==> config.mk <==
export PLATFORM = sky130hd
export DESIGN_NAME = instr_encoder
export DESIGN_NICKNAME = d
export VERILOG_FILES = /design/src/rtl/instr_encoder.sv
export SDC_FILE = /design/constraint.sdc
export NUM_CORES = 1
export LEC_CHECK = 0
export ABC_AREA = 0
export CORE_UTILIZATION = 51
export DETAILED_ROUTE_END_ITERATION = 10
export GPL_ROUTABILITY_DRIVEN = 0
export PLACE_DENSITY_LB_ADDON = 0.12
export RECOVER_POWER = 25
export SLEW_MARGIN = 20
export SYNTH_ARGS = -nofsm -noshare
export SYNTH_HDL_FRONTEND = slang
export SYNTH_SLANG_ARGS = --single-unit
==> constraint.sdc <==
create_clock -name clk -period 2.9 [get_ports clk]
set_input_delay 0.58 -clock clk [delete_from_list [all_inputs] [get_ports clk]]
set_output_delay 0.58 -clock clk [all_outputs]
set_load 0.01 [all_outputs]
==> src/rtl/instr_encoder.sv <==
// RV32I field-to-word encoder that loads encoded instructions sequentially into instruction memory.
// One bundle per three cycles: latch (IDLE), validate/encode (ENC), single-cycle write (WR).
module instr_encoder #(
  parameter int ADDR_WIDTH = 10
) (
  input  logic                  clk,
  input  logic                  rst_n,
  input  logic                  clear,
  input  logic                  in_valid,
  output logic                  in_ready,
  input  logic [2:0]            fmt,
  input  logic [6:0]            opcode,
  input  logic [2:0]            funct3,
  input  logic                  funct7_5,
  input  logic [4:0]            rd,
  input  logic [4:0]            rs1,
  input  logic [4:0]            rs2,
  input  logic [31:0]           imm,
  output logic                  mem_we,
  output logic [ADDR_WIDTH-1:0] mem_addr,
  output logic [31:0]           mem_wdata,
  output logic [ADDR_WIDTH:0]   count,
  output logic                  full,
  output logic                  err
);

  typedef enum logic [1:0] {IDLE, ENC, WR} state_t;

  localparam logic [ADDR_WIDTH:0] CAPACITY = {1'b1, {ADDR_WIDTH{1'b0}}};

  state_t                state_reg;
  logic [2:0]            fmt_reg;
  logic [6:0]            opcode_reg;
  logic [2:0]            funct3_reg;
  logic                  funct7_5_reg;
  logic [4:0]            rd_reg;
  logic [4:0]            rs1_reg;
  logic [4:0]            rs2_reg;
  logic [31:0]           imm_reg;
  logic [ADDR_WIDTH-1:0] ptr_reg;
  logic [ADDR_WIDTH:0]   count_reg;
  logic [31:0]           enc_word;
  logic                  enc_ok;

  assign full     = (count_reg == CAPACITY);
  assign count    = count_reg;
  assign mem_addr = ptr_reg;
  // rst_n is folded in so the source sees no ready while the block is held in reset.
  assign in_ready = rst_n && (state_reg == IDLE) && !full && !clear;

  always_comb begin
    enc_word = 32'h0;
    enc_ok   = 1'b1;
    case (fmt_reg)
      3'b000: begin
        enc_word = {imm_reg[11:0], rs1_reg, funct3_reg, rd_reg, opcode_reg};
        enc_ok   = (imm_reg[31:11] == {21{imm_reg[11]}});
      end
      3'b001: begin
        enc_word = {1'b0, funct7_5_reg, 5'b0, imm_reg[4:0], rs1_reg, funct3_reg, rd_reg, opcode_reg};
        enc_ok   = (imm_reg[31:5] == 27'h0);
      end
      3'b010: begin
        enc_word = {imm_reg[11:5], rs2_reg, rs1_reg, funct3_reg, imm_reg[4:0], opcode_reg};
        enc_ok   = (imm_reg[31:11] == {21{imm_reg[11]}});
      end
      3'b011: begin
        enc_word = {imm_reg[12], imm_reg[10:5], rs2_reg, rs1_reg, funct3_reg,
                    imm_reg[4:1], imm_reg[11], opcode_reg};
        enc_ok   = !imm_reg[0] && (imm_reg[31:12] == {20{imm_reg[12]}});
      end
      3'b100: begin
        enc_word = {imm_reg[31:12], rd_reg, opcode_reg};
        enc_ok   = (imm_reg[11:0] == 12'h0);
      end
      3'b101: begin
        enc_word = {imm_reg[20], imm_reg[10:1], imm_reg[11], imm_reg[19:12], rd_reg, opcode_reg};
        enc_ok   = !imm_reg[0] && (imm_reg[31:21] == {11{imm_reg[20]}});
      end
      3'b110: begin
        enc_word = {1'b0, funct7_5_reg, 5'b0, rs2_reg, rs1_reg, funct3_reg, rd_reg, opcode_reg};
      end
      3'b111: begin
        enc_ok = 1'b0;
      end
    endcase
  end

  always_ff @(posedge clk or negedge rst_n) begin
    if (!rst_n) begin
      state_reg    <= IDLE;
      fmt_reg      <= 3'b0;
      opcode_reg   <= 7'b0;
      funct3_reg   <= 3'b0;
      funct7_5_reg <= 1'b0;
      rd_reg       <= 5'b0;
      rs1_reg      <= 5'b0;
      rs2_reg      <= 5'b0;
      imm_reg      <= 32'h0;
      ptr_reg      <= '0;
      count_reg    <= '0;
      err          <= 1'b0;
      mem_we       <= 1'b0;
      mem_wdata    <= 32'h0;
    end else if (clear) begin
      // Abort whatever is in flight; the latched word is simply never written.
      state_reg <= IDLE;
      ptr_reg   <= '0;
      count_reg <= '0;
      err       <= 1'b0;
      mem_we    <= 1'b0;
    end else begin
      case (state_reg)
        IDLE: begin
          if (in_valid && in_ready) begin
            fmt_reg      <= fmt;
            opcode_reg   <= opcode;
            funct3_reg   <= funct3;
            funct7_5_reg <= funct7_5;
            rd_reg       <= rd;
            rs1_reg      <= rs1;
            rs2_reg      <= rs2;
            imm_reg      <= imm;
            state_reg    <= ENC;
          end
        end
        ENC: begin
          if (enc_ok) begin
            mem_wdata <= enc_word;
            mem_we    <= 1'b1;
            state_reg <= WR;
          end else begin
            err       <= 1'b1;
            state_reg <= IDLE;
          end
        end
        WR: begin
          mem_we    <= 1'b0;
          ptr_reg   <= ptr_reg + 1'b1;
          count_reg <= count_reg + 1'b1;
          state_reg <= IDLE;
        end
        default: state_reg <= IDLE;
      endcase
    end
  end

endmodule

==> results of run 1 <==
stage by stage:
step	area [sq um]	cells	hold slack [ns]	setup slack, ns
2_1_floorplan	5670	467	0.284	0.614
3_3_place_gp	7030	713	0.481	0.373
3_5_place_dp	7030	713	0.490	0.324
4_1_cts	7610	745	0.248	0.0229
5_1_grt	7620	745	0.511	0.00124
6_report	7620	745	0.496	0.105
critical path: stages (launching register included):
cell,delay (ns)
sky130_fd_sc_hd__dfrtp_1,0.44
sky130_fd_sc_hd__nor4_2,0.28
sky130_fd_sc_hd__and4_1,0.24
sky130_fd_sc_hd__and4bb_2,0.26
sky130_fd_sc_hd__clkdlybuf4s50_1,0.48
what timing repair did:
item	CTS	global route
resized for setup	0	4
endpoints found under the setup margin	0	1
hold buffers	0	0
cell families (layout without fill, tap and decap cells):
family | Yosys count | count (layout) | share of synthesized area, %
AO/OA/AOI/OAI | 80 | 80 | 9.72
XOR/XNOR | 12 | 12 | 1.86
AND/OR/NAND/NOR | 111 | 111 | 10.7
adder cells (fa/ha/maj) | 4 | 4 | 0.883
buffers and inverters | 44 | 182 | 3.58
flip-flops | 118 | 118 | 52.1
multiplexers | 98 | 98 | 21.2
routing by layer:
layer	track usage, %	up-vias	share of wire (%)
met5	0	-	0
met4	10.1	0	1.7
met3	5.93	20	4.7
met2	37.1	113	48
met1	32.2	2089	45
li1	-	1947	-
worst max path at each step:
stage | startpoint | to | slack [ns] | depth (start not counted)
detailed placement | clear | in_ready | 0.32 | 4
global route | count[7] | in_ready | 0.001 | 4
floorplan | imm_reg[11] | mem_wdata[0] | 0.61 | 10
finish | count[7] | in_ready | 0.11 | 4
CTS | count[0] | in_ready | 0.02 | 5
global placement | clear | in_ready | 0.37 | 4
final cells by class:
type / instances / area share [%]
timing repair buffer: 133 / 17.2
clock inverter: 7 / 1.22
clock buffer: 25 / 6.49
inverter: 17 / 0.837
sequential: 118 / 38.8
tap: 140 / 2.30
multi-input combinational: 305 / 33.1
cell usage in the layout, fill, tap and decap left out, drive strengths merged, types with 8 or more instances in the layout:
| cell | count |
|---|---|
| mux2 | 94 |
| nand2 | 21 |
| a21oi | 15 |
| nand3 | 8 |
| o21ai | 23 |
| buf | 9 |
| clkbuf | 29 |
| a22o | 13 |
| nor2b | 10 |
| inv | 17 |
| dfrtp | 118 |
| nor2 | 29 |
| clkdlybuf4s50 | 120 |
| nor3 | 9 |
| nor4 | 10 |
power groups by stage:
stage                     Combinational [mW]  Sequential, mW  Clock (mW)
final                                   1.26            2.29        2.04
after global routing                    1.37            2.32        2.15
after CTS                               1.27            2.28        2.07
after detailed placement                1.26            2.30           0
after global placement                  1.23            2.29           0
after floorplan                        0.740            2.23           0
==> summary.md, run 1 <==
Across the whole layout, storage elements account for 2960 sq um. The post-synthesis sequential element count was 118. For this run, the total global-route usage over all layers was measured as 24.0%. The worst hold path depth is 1, and the number of H-tree levels is 4. The worst hold path terminates at mem_wdata[1]. The post-synth net total was 536; the number of design-rule violations left by the first detailed-router iteration was 236. The cell area that synthesis handed to floorplanning was 5670 sq um. The run finished with clean final reports. The via count of the first global-routing pass came out at 4049. IR analysis of the VDD net gives a maximum drop of 416 uV. The switching power is 1.52 mW, and the fraction of synthesized cell area taken by the top area cell type is 52.1%. Cells with a size suffix above 1 make up 24.0% of the layout. The post-synthesis cell type count is 51, and the switching power as a share of total power is 27.2%. Ranked by instance count, the synthesized netlist is headed by sky130_fd_sc_hd__dfrtp_1 (118), sky130_fd_sc_hd__mux2_2 (67), sky130_fd_sc_hd__nor2_1 (29). For the combinational share of power, the log shows 22.6%. The clock-pin transition on the worst setup and hold timing paths is 0.06 ns.

From left edge to right edge, the die measures 107 um. Using the TritonRoute via totals, the vias-per-cell ratio works out to 5.60. The worst register-to-register path begins at imm_reg[11]. The largest total area in the synthesized netlist belongs to sky130_fd_sc_hd__dfrtp_1. The tools report the number of antenna violations at the first check in global routing as 0. Count of nets left with antenna violations after detail routing: 0. The area growth from synthesis to layout is 34.5%. The tools report the number of slew-limit violations in the final report as 0. Dividing the synthesized area by the synthesized cell count gives 12.1 sq um.

The internal portion of the total power is 4.07 mW. The setup slack of the worst register-to-register path is 0.35 ns. Detailed placement ended at an HPWL of 8810 um.

Clock latency on the worst-skew pair, taken at its later pin, is 0.52 ns. The final critical path time including I/O delays and setup is 2.79 ns, and the number of buffers created by CTS is 17. In the final timing run, aggregate negative setup slack is 0 ns.

The filler cells instantiated in the layout total 805. In the post-synthesis netlist, the biggest area contributors are sky130_fd_sc_hd__dfrtp_1 (52%), sky130_fd_sc_hd__mux2_2 (13%), sky130_fd_sc_hd__mux2_4 (7.2%). The initial utilization of the core area, before any placement, comes to 52.3%. The total I/O pin count was 122; the final worst clock skew was 0.00861 ns. The floorplan core area came out at 10800 sq um. The source of the worst hold timing path is opcode_reg[1].

CTS saw 118 sinks. The power share of the clock group came out at 36.5%. The die covers 11500 sq um. The share of synthesized flip-flops with an asynchronous set or reset was 100%. Setup repair after global routing left no endpoint under its margin. The most instantiated flip-flop cell in the synthesis netlist is sky130_fd_sc_hd__dfrtp_1. The number of buffers added on ports works out to 121.

Of the total power, registers draw 40.9%. In this run the tightest slew margin relative to its limit is 1.92%. The total setup violations reported at the end of the flow came out at 0. The floorplan has 38 rows. The total overflow left after global routing is 0.

The run gives 0 as the number of violations of the max-capacitance limit. The kind of critical path was reg2out. The most numerous cell in the Yosys netlist is sky130_fd_sc_hd__dfrtp_1.

The worst setup path is launched from a register. The clock root buffer master is sky130_fd_sc_hd__clkbuf_8. The clock passes through at most 2 buffers. Once layout is complete, the utilization of the core stands at 70.3%. The hold violation total from the final report was 0; the number of enable-type register cells in the synthesized netlist was 0. The tools report the endpoint of the worst-slack reg-to-reg timing path as mem_wdata[24]. The DRC violation count after routing is 0, and the biggest fanout along the worst timing path is 6. The detailed-route wire length is 12700 um. Timing would allow up to 358 MHz. The final layout contains 661 nets. Dividing the detail-routed wire length by the instance count gives 17.1 um. For this run, the detailed router's first-pass iteration total came to 4. At the pin with the least slew margin, the transition time is 1.47 ns. The routed layout has 4169 vias. For the worst flop-to-flop path, the logic depth is 9. The die height is 107 um, and the sequential cell area fraction in the yosys report is 52.1%.

The number of warnings printed during yosys synthesis came out at 0. At the worst endpoint, the arrival time is 2.21 ns. Summed over all cells, the static leakage comes to 3.33 nW. The number of setup buffers added after CTS is 0.

Entering global routing, the biggest net connects 63 pins. The kind of end point of the critical path was an output port. The combined area of the multi-input logic cells was 2520 sq um.

TritonCTS built the clock tree. The design draws 5.58 mW. Power spread over the standard cell area amounts to 733 nW/um^2. The run gives 467 as the cell count after synthesis. For the worst setup path, the data required time is 2.32 ns.

The antenna cell count was 0; the share of the cycle needed by the critical path after routing was 96.4%. In this run the worst hold path is classified as reg2reg. The first-pass GRT wire length came out at 20700 um.
No activity file was read; power rests on OpenSTA's default activity.
==> inputs of run 2 (changes only) <==
--- a/config.mk
+++ b/config.mk
@@ -6,7 +6,7 @@
 export NUM_CORES = 1
 export LEC_CHECK = 0
 export ABC_AREA = 0
-export CORE_UTILIZATION = 51
+export CORE_UTILIZATION = 53
 export DETAILED_ROUTE_END_ITERATION = 10
 export GPL_ROUTABILITY_DRIVEN = 0
 export PLACE_DENSITY_LB_ADDON = 0.12
==> constraint.sdc (replaced) <==
create_clock -name clk -period 3.3 [get_ports clk]
set_input_delay 0.66 -clock clk [delete_from_list [all_inputs] [get_ports clk]]
set_output_delay 0.66 -clock clk [all_outputs]
set_load 0.01 [all_outputs]
==> summary.md, run 2 (synthesis results as in run 1) <==
The run finished with clean final reports. Total grt overflow: 0 (unchanged). The worst hold path depth is 1 (unchanged), and the leakage power summed over all cells is 3.32 nW (was 3.33 nW). The tools report the detailed placer's ending HPWL as 8920 um (was 8810 um).

The max-slew headroom at the worst pin is 5.64% (was 1.92%). The slowest library cell on the worst path was sky130_fd_sc_hd__clkdlybuf4s50_1 (unchanged). The tools report the category of the worst setup path launch point as a register (unchanged). The first-pass GRT wire length is 20900 um (was 20700 um). The biggest fanout along the worst timing path was 6 (unchanged); the average wire per standard cell was 17.6 um (was 17.1 um). The horizontal die dimension was 105 um (was 107 um); the clock-pin transition on the worst setup and hold timing paths was 0.06 ns (about the same). The sequential cell fraction of total power came out at 41.2% (was 40.9%). The total I/O pin count is 122 (unchanged), and the final layout net count is 661 (unchanged).

The area of the die was 11100 sq um (was 11500 sq um). Endpoint of the worst-slack reg-to-reg timing path: mem_wdata[25] (was mem_wdata[24]). The startpoint of the lowest-slack register-to-register path is imm_reg[11] (unchanged). Clock root buffer master: sky130_fd_sc_hd__clkbuf_8 (unchanged). Source of the worst hold timing path: rd_reg[1] (was opcode_reg[1]). The hold violation total from the final report came out at 0 (unchanged).

The logs give 4105 (was 4049) for the via count of the first global-routing pass and 2.32 ns (was 2.21 ns) for the worst path arrival time. The kind of critical path is reg2out (unchanged). The run gives 0 (unchanged) as the number of violations of the max-capacitance limit. The switching power as a share of total power was 27.6% (was 27.2%). The tools report the detailed-route wire length as 13000 um (was 12700 um). The count of nets left with antenna violations after detail routing was 0 (unchanged). Setup repair after global routing left no endpoint under its margin. The run gives 0 (unchanged) as the number of slew-limit violations in the final report. Most frequent cells in the layout: sky130_fd_sc_hd__clkdlybuf4s50_1 (119), sky130_fd_sc_hd__dfrtp_1 (118), sky130_fd_sc_hd__mux2_2 (67) (was sky130_fd_sc_hd__clkdlybuf4s50_1 (120), sky130_fd_sc_hd__dfrtp_1 (116), sky130_fd_sc_hd__mux2_2 (67)). The post-layout instance count excluding filler cells is 740 (was 745), and the maximum cell stage delay along the critical path is 0.48 ns (about the same).

The share of the cycle needed by the critical path after routing works out to 90.3%. The number of hold-repair buffers added at the cts stage is 0 (unchanged), and the clock tree buffer depth is 2 (unchanged). Cell count of the worst reg-to-reg path: 9 (unchanged).

The slew of the pin with the lowest slew margin was 1.42 ns (was 1.47 ns). The run gives 0 (unchanged) as the number of antenna violations at the first check in global routing. The vias per cell came out at 5.63 (was 5.60). The highest ir drop seen on vdd was 383 uV (was 416 uV).

The routed via count was 4163 (was 4169); the number of setup buffers added after CTS was 0 (unchanged). For the total setup violations reported at the end of the flow, the log shows 0 (unchanged). Most common cell after layout, fill and taps aside: sky130_fd_sc_hd__clkdlybuf4s50_1 (unchanged). The buffers plus inverters on the worst setup path came out at 1 (unchanged). For the clock sink count, the log shows 118 (unchanged). The die height is 105 um (was 107 um), and the setup total negative slack is 0 ns (unchanged). The switching power is 1.34 mW (was 1.52 mW). The final worst clock skew came out at 0.0170 ns (was 0.00861 ns).

The quantity of gates resized following cts is 0 (unchanged). The kind of path behind the tightest hold check was reg2reg (unchanged). The post-synthesis to final-layout area growth is 33.5% (was 34.5%). The number of buffers created by CTS came out at 17 (unchanged). The number of instances in the placed design is 709 (was 713). TritonCTS built the clock tree. Standard-cell row count: 37 (was 38). Critical path, cell by cell: nor4_1 > and4_1 > and4bb_2 > clkdlybuf4s50_1 (was nor4_2 > and4_1 > and4bb_2 > clkdlybuf4s50_1). The kind of cell adding the most delay to the critical path was simple AND/OR/NAND/NOR gates (unchanged). The combinational share of power came out at 23.0% (was 22.6%). The worst-case hold path end point is rd_reg[1] (was mem_wdata[1]).

The floorplan core area is 10300 sq um (was 10800 sq um), and the power share of the clock group is 35.8% (was 36.5%). The final critical path time including I/O delays and setup works out to 2.98 ns. The number of H-tree levels was 4 (unchanged). The logs give 0 (unchanged) for the antenna cell count and 0.47 ns (was 0.35 ns) for the setup slack of the worst register-to-register path. The initial core utilization was 54.9% (was 52.3%); the clock network latency to the later pin of the worst-skew pair was 0.52 ns (about the same). Data required time at the worst endpoint: 2.64 ns (was 2.32 ns).

The number of design-rule violations left by the first detailed-router iteration is 166 (was 236). The overall track demand over capacity in global routing was 24.7% (was 24.0%). The DRC violation count after routing came out at 0 (unchanged). The total power per unit cell area works out to 644 nW/um^2 (was 733 nW/um^2).

The tools report the pin count of the biggest net entering global routing as 63 (unchanged). The run gives 3.53 mW (was 4.07 mW) as the internal power contribution. The tools report the kind of end point of the critical path as an output port (unchanged). The share of final-layout standard cells stronger than drive strength 1 was 23.2% (was 24.0%); the worst hold slack was 0.504 ns (was 0.496 ns). The detailed-router iteration count before antenna repair came out at 4 (unchanged).

Static timing analysis puts the maximum clock frequency at 336 MHz. The filler cell count in the final layout was 701 (was 805). The number of buffers added on ports works out to 121 (unchanged).
-- run 2: cell types whose count changed in the layout (fill, tap and decap cells not counted), sizes merged --
cell,before,now
buf,9,10
clkinv,2,4
clkdlybuf4s50,120,119
dlygate4sd3,0,1
clkinvlp,3,2
clkbuf,29,26
-- run 2: metal layers --
layer | up-vias | share of wire, % | track usage, %
met3 | 14 | 5.7 | 6.86
met4 | 0 | 1.3 | 9.76
li1 | 1940 | - | -
met2 | 140 | 50 | 38.6
met1 | 2069 | 43 | 32.6
met5 | - | 0 | 0
-- run 2: worst max path at each step --
stage               endpoint         from  cells past startpoint  slack (ns)
2_1_floorplan   mem_wdata[0]  imm_reg[11]                     10        1.01
3_3_place_gp        in_ready        clear                      4        0.62
3_5_place_dp   mem_wdata[25]  imm_reg[11]                      9        0.51
4_1_cts             in_ready     count[7]                      4        0.29
5_1_grt          imm_reg[13]        rst_n                      3        0.09
6_report            in_ready     count[7]                      4        0.32
-- run 2: layout make-up --
type | count | area [sq um] | share of cell area [%]
Clock buffer | 23 | 467 | 6.17
Multi-Input combinational cell | 305 | 2510 | 33.2
Timing Repair Buffer | 133 | 1300 | 17.2
Inverter | 17 | 63.8 | 0.844
Sequential cell | 118 | 2950 | 39.0
Clock inverter | 8 | 98.8 | 1.31
Tap cell | 136 | 170 | 2.25
-- run 2: worst reg2reg max path: stages (launching register included) --
cell                       delay, ns
sky130_fd_sc_hd__dfrtp_1        0.55
sky130_fd_sc_hd__inv_1          0.12
sky130_fd_sc_hd__ha_1           0.33
sky130_fd_sc_hd__nor3_1         0.06
sky130_fd_sc_hd__a41oi_1        0.27
sky130_fd_sc_hd__nor3_1         0.11
sky130_fd_sc_hd__a211o_1        0.32
sky130_fd_sc_hd__o21bai_4       0.15
sky130_fd_sc_hd__buf_4          0.41
sky130_fd_sc_hd__mux2_2         0.40
-- run 2: through the flow --
step	power [mW]	instance area, sq um	worst slack [ns]	utilization [%]
2_1_floorplan	2.61	5670	1.01	-
3_3_place_gp	3.09	7010	0.615	67.9
3_5_place_dp	3.13	7010	0.507	67.9
4_1_cts	4.90	7580	0.290	73.4
5_1_grt	5.09	7560	0.0940	73.3
6_report	4.87	7560	0.320	73.3
-- run 2: power by group through the flow --
stage,logic [mW],registers (mW),clock network [mW]
3_5_place_dp,1.12,2.02,0
2_1_floorplan,0.650,1.96,0
3_3_place_gp,1.09,2.00,0
6_report,1.12,2.01,1.74
5_1_grt,1.20,2.04,1.84
4_1_cts,1.13,2.00,1.77
